--- src/rtl/guess_game_ctrl_if.sv ---
// Handshake/bus bundle between the guess sequencer, the entry block and the display drivers.
interface guess_game_ctrl_if;
  logic       start;
  logic       enter;
  logic [7:0] guess;
  logic [1:0] hint;
  logic [3:0] attempts;
  logic [7:0] secret;
  logic       win;
  logic       lose;
  logic       busy;
  logic       clr_entry;

  modport master (
    output start, enter, guess,
    input  hint, attempts, secret, win, lose, busy, clr_entry
  );

  modport slave (
    input  start, enter, guess,
    output hint, attempts, secret, win, lose, busy, clr_entry
  );
endinterface

--- src/rtl/guess_game_ctrl.sv ---
// Number guessing game sequencer: LFSR secret pick, edge-detected guesses, hints, WIN/LOSE.
// Optional GUESS_RANGE_CHECK_EN: out-of-range guesses clear the hint and cost no attempt.
module guess_game_ctrl #(
  parameter int unsigned MAX_VAL   = 99,
  parameter int unsigned MAX_TRIES = 7,
  parameter logic [7:0]  SEED      = 8'hA5
) (
  input logic              clk,
  input logic              rst,
  guess_game_ctrl_if.slave bus
);

  localparam logic [7:0] SEED_EFF = (SEED == 8'h00) ? 8'h01 : SEED;
  localparam logic [7:0] MAX_V    = 8'(MAX_VAL);
  localparam logic [3:0] MAX_T    = 4'(MAX_TRIES);

  typedef enum logic [2:0] {
    IDLE = 3'd0,
    PICK = 3'd1,
    WAIT = 3'd2,
    EVAL = 3'd3,
    WIN  = 3'd4,
    LOSE = 3'd5
  } state_t;

  state_t     state;
  logic [7:0] lfsr;
  logic [7:0] g_reg;
  logic       enter_d;
  logic       enter_rise;
  logic       lfsr_ok;
  logic [3:0] att_inc;
  logic [1:0] cmp_hint;

  assign enter_rise = bus.enter & ~enter_d;
  assign lfsr_ok    = (lfsr != 8'h00) && (lfsr <= MAX_V);
  // Saturating attempt counter value for the current evaluation
  assign att_inc    = (bus.attempts == MAX_T) ? MAX_T : bus.attempts + 4'd1;
  assign cmp_hint   = (g_reg == bus.secret) ? 2'b11 :
                      (g_reg <  bus.secret) ? 2'b01 : 2'b10;

`ifdef GUESS_RANGE_CHECK_EN
  logic g_oob;
  assign g_oob = (g_reg == 8'h00) || (g_reg > MAX_V);
`endif

  always_ff @(posedge clk) begin
    if (rst) begin
      state         <= IDLE;
      lfsr          <= SEED_EFF;
      enter_d       <= 1'b0;
      g_reg         <= 8'h00;
      bus.hint      <= 2'b00;
      bus.attempts  <= 4'd0;
      bus.secret    <= 8'h00;
      bus.win       <= 1'b0;
      bus.lose      <= 1'b0;
      bus.busy      <= 1'b0;
      bus.clr_entry <= 1'b0;
    end else begin
      lfsr          <= {lfsr[6:0], lfsr[7] ^ lfsr[5] ^ lfsr[4] ^ lfsr[3]};
      enter_d       <= bus.enter;
      bus.clr_entry <= 1'b0;
      case (state)
        IDLE: begin
          if (bus.start) begin
            state    <= PICK;
            bus.busy <= 1'b1;
          end
        end
        // Rejection sampling: wait for an LFSR value inside 1..MAX_VAL
        PICK: begin
          if (lfsr_ok) begin
            bus.secret   <= lfsr;
            bus.attempts <= 4'd0;
            bus.hint     <= 2'b00;
            state        <= WAIT;
          end
        end
        WAIT: begin
          if (enter_rise) begin
            g_reg         <= bus.guess;
            bus.clr_entry <= 1'b1;
            state         <= EVAL;
          end
        end
        EVAL: begin
`ifdef GUESS_RANGE_CHECK_EN
          if (g_oob) begin
            bus.hint <= 2'b00;
            state    <= WAIT;
          end else
`endif
          begin
            bus.hint     <= cmp_hint;
            bus.attempts <= att_inc;
            if (cmp_hint == 2'b11) begin
              state    <= WIN;
              bus.win  <= 1'b1;
              bus.busy <= 1'b0;
            end else if (att_inc == MAX_T) begin
              state    <= LOSE;
              bus.lose <= 1'b1;
              bus.busy <= 1'b0;
            end else begin
              state <= WAIT;
            end
          end
        end
        // Start wins over a simultaneous enter; the old round's results are cleared
        WIN, LOSE: begin
          if (bus.start) begin
            state        <= PICK;
            bus.win      <= 1'b0;
            bus.lose     <= 1'b0;
            bus.busy     <= 1'b1;
            bus.attempts <= 4'd0;
            bus.hint     <= 2'b00;
          end
        end
        default: state <= IDLE;
      endcase
    end
  end

endmodule

--- src/flat_wrapper.sv ---
// flat-port wrapper written by rule: the top's interface ports become plain ports
module guess_game_ctrl_flat 
#(
  parameter int unsigned MAX_VAL   = 99,
  parameter int unsigned MAX_TRIES = 7,
  parameter logic [7:0]  SEED      = 8'hA5
)
  (clk, rst, bus_start, bus_enter, bus_guess, bus_hint, bus_attempts, bus_secret, bus_win, bus_lose, bus_busy, bus_clr_entry);
  guess_game_ctrl_if bus_i ();
  input logic clk;
  input logic rst;
  input wire logic [$bits(bus_i.start)-1:0] bus_start;
  input wire logic [$bits(bus_i.enter)-1:0] bus_enter;
  input wire logic [$bits(bus_i.guess)-1:0] bus_guess;
  output wire logic [$bits(bus_i.hint)-1:0] bus_hint;
  output wire logic [$bits(bus_i.attempts)-1:0] bus_attempts;
  output wire logic [$bits(bus_i.secret)-1:0] bus_secret;
  output wire logic [$bits(bus_i.win)-1:0] bus_win;
  output wire logic [$bits(bus_i.lose)-1:0] bus_lose;
  output wire logic [$bits(bus_i.busy)-1:0] bus_busy;
  output wire logic [$bits(bus_i.clr_entry)-1:0] bus_clr_entry;
  assign bus_i.start = bus_start;
  assign bus_i.enter = bus_enter;
  assign bus_i.guess = bus_guess;
  assign bus_hint = bus_i.hint;
  assign bus_attempts = bus_i.attempts;
  assign bus_secret = bus_i.secret;
  assign bus_win = bus_i.win;
  assign bus_lose = bus_i.lose;
  assign bus_busy = bus_i.busy;
  assign bus_clr_entry = bus_i.clr_entry;
  guess_game_ctrl #(.MAX_VAL(MAX_VAL), .MAX_TRIES(MAX_TRIES), .SEED(SEED)) u_core (.clk(clk), .rst(rst), .bus(bus_i));
endmodule
--- config.mk ---
export PLATFORM = sky130hd
export DESIGN_NAME = guess_game_ctrl_flat
export DESIGN_NICKNAME = d
export VERILOG_FILES = /design/src/rtl/guess_game_ctrl_if.sv /design/src/rtl/guess_game_ctrl.sv /design/src/flat_wrapper.sv
export SDC_FILE = /design/constraint.sdc
export NUM_CORES = 1
export LEC_CHECK = 0
export BUFFER_PORTS_ARGS = -buffer_cell sky130_fd_sc_hd__buf_4
export CORE_MARGIN = 2
export CORE_UTILIZATION = 35
export DETAILED_ROUTE_END_ITERATION = 10
export PLACE_DENSITY_LB_ADDON = 0.05
export SYNTH_ARGS = -nofsm -noshare
export SYNTH_HDL_FRONTEND = slang
export SYNTH_SLANG_ARGS = --single-unit
--- constraint.sdc ---
create_clock -name clk -period 5.1 [get_ports clk]
set_input_delay 1.02 -clock clk [delete_from_list [all_inputs] [get_ports clk]]
set_output_delay 1.02 -clock clk [all_outputs]
set_load 0.01 [all_outputs]
# Yosys cells after proc, flatten, opt, wreduce, memory -nomap -nowiden

Cells that the tools add are included.

Add/subtract/negate cells: 1
Order comparisons: 2
Eq/ne operators: 17
Multiplexer cells: 26
Bitwise operators: 6
Reductions and logical operators: 16

Operator list:

| operator            | number |
|---|---|
| $mux 3              | 5 |
| $mux 4              | 3 |
| $pmux 3 s4          | 1 |
| $pmux 4 s3          | 1 |
| $reduce_and 3->1    | 4 |
| $ne 2x1->1 const B  | 5 |
| $eq 4x3->1 const B  | 2 |
| $eq 8x8->1          | 1 |
| $le 8x7->1 const B  | 1 |
| $lt 8x8->1          | 1 |
| $mux 1              | 8 |
| $mux 2              | 4 |
| $reduce_bool 8->1   | 1 |
| $eq 3x2->1 const B  | 2 |
| $eq 3x3->1 const B  | 2 |
| $pmux 1 s2          | 3 |
| $pmux 2 s3          | 1 |
| $add 4x1->4 const B | 1 |
| $ne 2x2->1 const B  | 2 |
| $reduce_and 2->1    | 2 |
| $reduce_and 4->1    | 1 |
| $reduce_bool 2->1   | 2 |
| $reduce_or 2->1     | 2 |
| $eq 3x1->1 const B  | 1 |
| other kinds (9)     | 12 |

Flip-flop bits (word level): 38
Input bits: 12
Word-level logic and storage cells: 79

# Longest topological paths before layout

Gate-level depths: netlist of run 1.

Depth in word-level cells: 6
Mapped depth: 7
Gate-level depth less buffers: 7

# Worst setup path before layout of run 1

Ideal clock, no wire load.

Path kind: input to register
From: input port bus_enter
To: register u_core.g_reg[0]
Arrival: 1,818 ps
Data required time: 4,972 ps
Setup slack: 3,154 ps
Stages on the path: 5
Buffers on the path: 1
Cell sequence: nand2b_1 > nor4b_1 > buf_2 > mux2i_1 > nor2_1

Longest elaborated chain between the ends: 2

RTL lines:

| element                    | RTL line              | RTL |
|---|---|---|
| from (decl)                | flat_wrapper.sv:13    | `input wire logic [$bits(bus_i.enter)-1:0] bus_enter;` |
| $and 1x1->1                | guess_game_ctrl.sv:35 | `assign enter_rise = bus.enter & ~enter_d;` |
| $reduce_and 2->1 (no line) | n/a                   |  |
| to (signal assigned)       | guess_game_ctrl.sv:82 | `g_reg <= bus.guess;` |
| to (decl)                  | guess_game_ctrl.sv:28 | `logic [7:0] g_reg;` |

No other way between the ends.
A chain may end at the register's enable or synchronous reset.

# Final worst setup path of run 1

From: register u_core.bus.attempts[3]
To: output port bus_attempts[3]

RTL lines:

| element                | RTL line                 | RTL |
|---|---|---|
| from (decl)            | guess_game_ctrl_if.sv:21 | `output hint, attempts, secret, win, lose, busy, clr_entry` |
| from (signal assigned) | guess_game_ctrl.sv:96    | `bus.attempts <= att_inc;` |
| to (decl)              | flat_wrapper.sv:16       | `output wire logic [$bits(bus_i.attempts)-1:0] bus_attempts;` |

No word-level cell between the ends.

==> results of run 1 <==
metal layers:
metal / global-route usage [%] / vias to the layer above / wire (um)
li1: - / 705 / -
met2: 24.9 / 29 / 1640
met5: 0 / - / 0
met3: 3.66 / 5 / 143
met1: 17.9 / 609 / 1780
met4: 5.45 / 0 / 40
synth_stat cells, types with 2 or more instances:
library cell and count:
nor4b_1 2, xor2_1 2, mux2i_1 15, clkbuf_1 4
nand2b_1 4, or2_1 3, buf_2 2, a21oi_1 9
nor2b_1 9, nand3_1 2, a2111oi_0 2, inv_1 10
nor3_1 5, a22o_1 3, and2_1 2, ha_1 9
or3_4 2, nand2_1 6, o21ai_0 6, dfxtp_1 38
nor2_1 23, nand4_1 2, a211oi_1 3
layout make-up:
type / count / share of cell area, %
clock inverter: 1 / 1.41
multi-input combinational: 128 / 42.6
timing repair buffer: 30 / 10.6
inverter: 10 / 1.77
tap: 67 / 3.95
clock buffer: 6 / 3.89
sequential: 38 / 35.8
cells by family after synthesis:
logic type,Yosys count
compound gates,35
xor+xnor,3
fa+ha+maj,9
buf+inv,16
flops,38
mux,15
simple gates,66
where the power goes:
part / internal, mW / switching (mW)
logic: 0.0561 / 0.0627
clock network: 0.156 / 0.0989
registers: 0.315 / 0.0216
per-stage QoR:
stage	instances	power (mW)	area (um^2)	worst slack (ns)
3_5_place_dp	273	0.464	2010	3.01
5_1_grt	280	0.756	2120	3.01
2_1_floorplan	182	0.424	1720	3.15
4_1_cts	280	0.724	2120	3.15
3_3_place_gp	273	0.463	2010	3.01
6_report	280	0.711	2120	3.16
worst reg2reg max path: stages, from the launching register on:
cell and delay [ns]:
dfxtp_1 0.34, inv_1 0.06, ha_1 0.32, nand4_1 0.18, nor2_1 0.10, nor3_1 0.32
a211oi_1 0.15, a2111oi_2 0.29
worst max-delay path by stage:
| stage | endpoint | slack (ns) | cells after the start |
|---|---|---|---|
| 2_1_floorplan | u_core.g_reg[0]$_SDFFE_PP0P_ | 3.15 | 5 |
| 3_5_place_dp | u_core.bus.attempts[3]$_SDFFE_PP0P_ | 3.01 | 4 |
| 3_3_place_gp | u_core.g_reg[0]$_SDFFE_PP0P_ | 3.01 | 6 |
| 4_1_cts | bus_attempts[3] | 3.15 | 1 |
| 5_1_grt | u_core.state[0]$_SDFFE_PP0P_ | 3.01 | 7 |
| 6_report | bus_attempts[3] | 3.16 | 1 |
==> impl_results.md, run 1 <==
- Status: completed
- Syn_area_per_cell: 9.46 um^2
- Tot GR Track Use: 14.6%
- Req. time, crit path: 4.08 ns
- Worst clock skew: 0.00453 ns
- Slew margin rel.: 62.3%
- Ys Warns: 0
- Gr ovfl total: 0
- Fillers: 454
- Placer Congestion: 0.807
- Peak supply drop: 0.000186 V
- Power Density: 335 mW/mm^2
- Synth area leaders: dfxtp_1 (44%), mux2i_1 (8.7%), ha_1 (6.5%), nor2_1 (5.0%), nor2b_1 (3.3%)
- First-pass GRT wire length: 6080 um
- Reg2reg setup slack: 3.23 ns
- Vias: 1348
- Flops & latches, synth: 38
- Critical Path End Type: output port
- Largest net degree at the start of global routing: 37
- CP bufs+invs: 1
- Post-synth EDFFs: 0
- Data arrival time of the critical path: 0.92 ns
- CTS H-tree depth: 2
- Initial antenna violation count: 0
- Yosys cell types: 42
- Die Ht: 74.1 um
- FF-to-FF Start: u_core.bus.secret[7]$_SDFFE_PP0P_
- Die X: 74.1 um
- Synth Area in Simple Gates: 20.5%
- Die Area: 0.00550 mm^2
- Worst Path Max Fanout: 9
- Worst path cell trace: buf_4
- CTS clock-pin slew for the worst setup and hold paths: 0.07 ns
- CTS Sinks: 38
- Pleak: 0.894 nW
- Cts hold-fix bufs: 0
- Core ar.: 0.00472 mm^2
- Reg2reg path depth: 7
- Area Overhead vs Synth: 23.4%
- Clk_lat worst skew: 0.28 ns
- Least-Margin Pin Slew: 0.565 ns
- Drt initial violations: 28
- Synth Area in Compound Gates: 14.9%
- FMAX: 0.514 GHz
- CTS tree: yes
- Syn Nets: 203
- Tcrit/Tclk final: 38.1%
- Crit start category: flop
- Multi-input logic area: 905 um^2
- Slowest CP cell: dfxtp_1
- DR DRC count: 0
- DRT Pass-1 Iters: 4
- Vias per inst: 4.81
- DP Wirelength: 2630 um
- Buffers on Ports: 29
- Share of cells above drive strength 1: 21.1%
- Count of final max-slew check failures: 0
- # setup viols final: 0
- Vias in the first global route: 1329
- CP top delay family: flip-flops
- Period minus WS final: 1.94 ns
- Core Util, Final: 45.0%
- CP max stage delay: 0.47 ns
- Initial core utilization: 36.5%
- XOR/XNOR share of the synthesized area: 1.53%
- DRT antenna net count: 0
- Hold Path Sink: u_core.bus.hint[1]$_SDFFE_PP0P_
- Crit. Startpoint: u_core.bus.attempts[3]$_SDFFE_PP0P_
- WS Path Type: reg2out
- Total CTS buffers: 5
- Multiplexer share of the synthesized area: 8.72%
- Synthesized area: 0.00172 mm^2
- Avg WL per Cell: 12.9 um
- Top cell type's share of synthesized area: 44.2%
- Hold path cells: 1
- Hold_ws: 0.468 ns
- Register area share after synthesis: 44.2%
- Async set or reset register ratio after synthesis: 0%
- Root buffer cell: clkbuf_8
- Final setup TNS: 0 ns
- Clock Path Buffers: 2
- Cell type with the largest total area after synthesis: dfxtp_1
- Post-synthesis cell count: 182
- Adder-cell share of the synthesized area: 6.54%
- Post-CTS setup buffer count: 0
- Reg2reg end: u_core.state[0]$_SDFFE_PP0P_
- Commonest non-fill, non-tap cell in the layout: dfxtp_1
- Top_reg_cell synth: dfxtp_1
- Core Rows: 25
- HP Start: u_core.bus.hint[1]$_SDFFE_PP0P_
- # resized after CTS: 0
- Most frequent cells in the layout: dfxtp_1 (38), buf_4 (30), nor2_1 (23), mux2i_1 (15), inv_1 (10)
- Number of nets in the layout: 234
- RSZ-0062 raised after global routing: false
- Ant diodes: 0
- Worst Hold Class: reg2reg
- DRT Wirelength: 3600 um
- Io pins: 30
- Final-report hold violation count: 0
- Main combinational cell family by area after synthesis: simple AND/OR/NAND/NOR gates
- FF+latch area: 761 um^2
- Max-cap viol count: 0
Note: power is estimated with default switching activity, not from simulation.
==> run 2: changes to the inputs <==
==> constraint.sdc (replaced) <==
create_clock -name clk -period 1.9 [get_ports clk]
set_input_delay 0.38 -clock clk [delete_from_list [all_inputs] [get_ports clk]]
set_output_delay 0.38 -clock clk [all_outputs]
set_load 0.01 [all_outputs]
==> impl_results.md, run 2 (same netlist as run 1, synthesis figures left out) <==
- Status: completed
- FF+latch area: 761 um^2
- Most frequent cells in the layout: dfxtp_1 (38), buf_4 (33), nor2_1 (23), mux2i_1 (15), inv_1 (10)
- Data arrival time of the critical path: 1.90 ns
- Slew margin rel.: 62.0%
- DR DRC count: 0
- Clk_lat worst skew: 0.29 ns
- Post-Place Worst Slack: 0.121 ns
- Highest routed layer: met4
- Ant diodes: 0
- Avg WL per Cell: 13.0 um
- Die Area: 0.00550 mm^2
- Share of cells above drive strength 1: 23.0%
- # setup viols final: 0
- Vias per inst: 4.87
- Drt initial violations: 61
- Initial antenna violation count: 0
- Req. time, crit path: 2.06 ns
- Reg2reg end: u_core.state[0]$_SDFFE_PP0P_
- Met2 Wirelength: 1770 um
- Gr ovfl total: 0
- Cts hold-fix bufs: 0
- CTS Sinks: 38
- FMAX: 0.574 GHz
- Vias: 1382
- Core ar.: 0.00472 mm^2
- WS Path Type: reg2reg
- Worst clock skew: 0.00372 ns
- DRT antenna net count: 0
- DR WL met3: 224 um
- FF-to-FF Start: u_core.bus.secret[5]$_SDFFE_PP0P_
- Number of nets in the layout: 237
- Final Worst Setup Slack: 0.159 ns
- Commonest non-fill, non-tap cell in the layout: dfxtp_1
- Max-cap viol count: 0
- Hold Path Sink: u_core.enter_d$_SDFF_PP0_
- HP Start: bus_enter
- Least-Margin Pin Slew: 0.570 ns
- Buffers on Ports: 29
- Count of final max-slew check failures: 0
- Slowest CP cell: dfxtp_1
- DP Wirelength: 2690 um
- Met1 wire length: 1650 um
- Total CTS buffers: 5
- Crit start category: flop
- Tot GR Track Use: 15.3%
- Critical Path End Type: flop
- Final-report hold violation count: 0
- CP bufs+invs: 1
- CTS H-tree depth: 2
- RSZ-0062 raised after global routing: false
- Worst Path Max Fanout: 4
- Initial core utilization: 36.5%
- CTS clock-pin slew for the worst setup and hold paths: 0.07 ns
- CP top delay family: simple AND/OR/NAND/NOR gates
- Die X: 74.1 um
- Crit. Startpoint: u_core.bus.secret[5]$_SDFFE_PP0P_
- Clock Path Buffers: 2
- Power Density: 954 mW/mm^2
- Worst path cell trace: inv_1 > ha_1 > nand4_1 > nor2_1 > nor3_2 > a211oi_1 > a2111oi_2
- Worst Hold Class: in2reg
- Vias in the first global route: 1356
- Hold path cells: 2
- DRT Wirelength: 3710 um
- Final setup TNS: 0 ns
- Period minus WS final: 1.74 ns
- Tcrit/Tclk final: 91.7%
- Pleak: 0.925 nW
- Reg2reg path depth: 7
- Placer Congestion: 0.795
- Reg2reg setup slack: 0.16 ns
- CTS tree: yes
- Multi-input logic area: 910 um^2
- Io pins: 30
- DRT Pass-1 Iters: 4
- First-pass GRT wire length: 6330 um
- Fillers: 461
- Peak supply drop: 0.000359 V
- Core Rows: 25
- Largest net degree at the start of global routing: 37
- Area Overhead vs Synth: 26.7%
- Die Ht: 74.1 um
- Root buffer cell: clkbuf_8
- CP max stage delay: 0.35 ns
## run 2: changes by cell type in the layout (fill, tap and decap cells not counted)
cell       before  now
bufinv_16       1    2
buf_4          30   33
nor3_2          0    1
nor3_1          5    4
## run 2: worst max-delay path by stage
stage,to,slack (ns),cells past startpoint
4_1_cts,u_core.state[0]$_SDFFE_PP0P_,0.08,7
2_1_floorplan,u_core.bus.attempts[3]$_SDFFE_PP0P_,0.26,5
5_1_grt,u_core.bus.busy$_SDFFE_PP0P_,0.01,6
3_3_place_gp,u_core.state[0]$_SDFFE_PP0P_,0.18,7
3_5_place_dp,u_core.state[0]$_SDFFE_PP0P_,0.12,7
6_report,u_core.state[0]$_SDFFE_PP0P_,0.16,7
## run 2: worst reg2reg max path, stage by stage, from the launching register on
cell and delay (ns):
dfxtp_1 0.35, inv_1 0.05, ha_1 0.29, nand4_1 0.19, nor2_1 0.26, nor3_2 0.09
a211oi_1 0.30, a2111oi_2 0.07
## run 2: cell type report
class                   instances  share of cell area (%)
multi-input cells             128                    41.7
flip-flops and latches         38                    34.9
clock buffers                   6                    3.78
inverters                      10                    1.72
well taps                      67                    3.84
clock inverters                 2                    2.75
repair buffers                 33                    11.4
## run 2: metrics by stage
step / total power [mW] / instance area [um^2] / hold slack [ns] / utilization [%] / cells
floorplan: 1.14 / 1720 / 0.433 / - / 182
global placement: 1.25 / 2030 / 0.455 / 43.1 / 276
detailed placement: 1.25 / 2030 / 0.451 / 43.1 / 276
CTS: 2.11 / 2180 / 0.305 / 46.1 / 284
global route: 2.19 / 2180 / 0.316 / 46.2 / 284
finish: 2.08 / 2180 / 0.313 / 46.2 / 284
## run 2: power by group
part | internal [mW] | switching (mW) | total (mW)
Sequential | 0.846 | 0.0542 | 0.901
Combinational | 0.158 | 0.177 | 0.335
Clock | 0.560 | 0.285 | 0.845
Total | 1.56 | 0.516 | 2.08
## run 2: repair_timing
action / 4_1_cts / 5_1_grt
setup endpoints to repair: 0 / 1
buffers inserted: 0 / 0
resized for setup: 0 / 1
## run 2: per-layer routing
metal / GRT usage, % / up-vias
met5: 0 / -
met4: 6.06 / 0
met3: 5.42 / 6
met2: 25.2 / 31
met1: 18.3 / 638
li1: - / 707
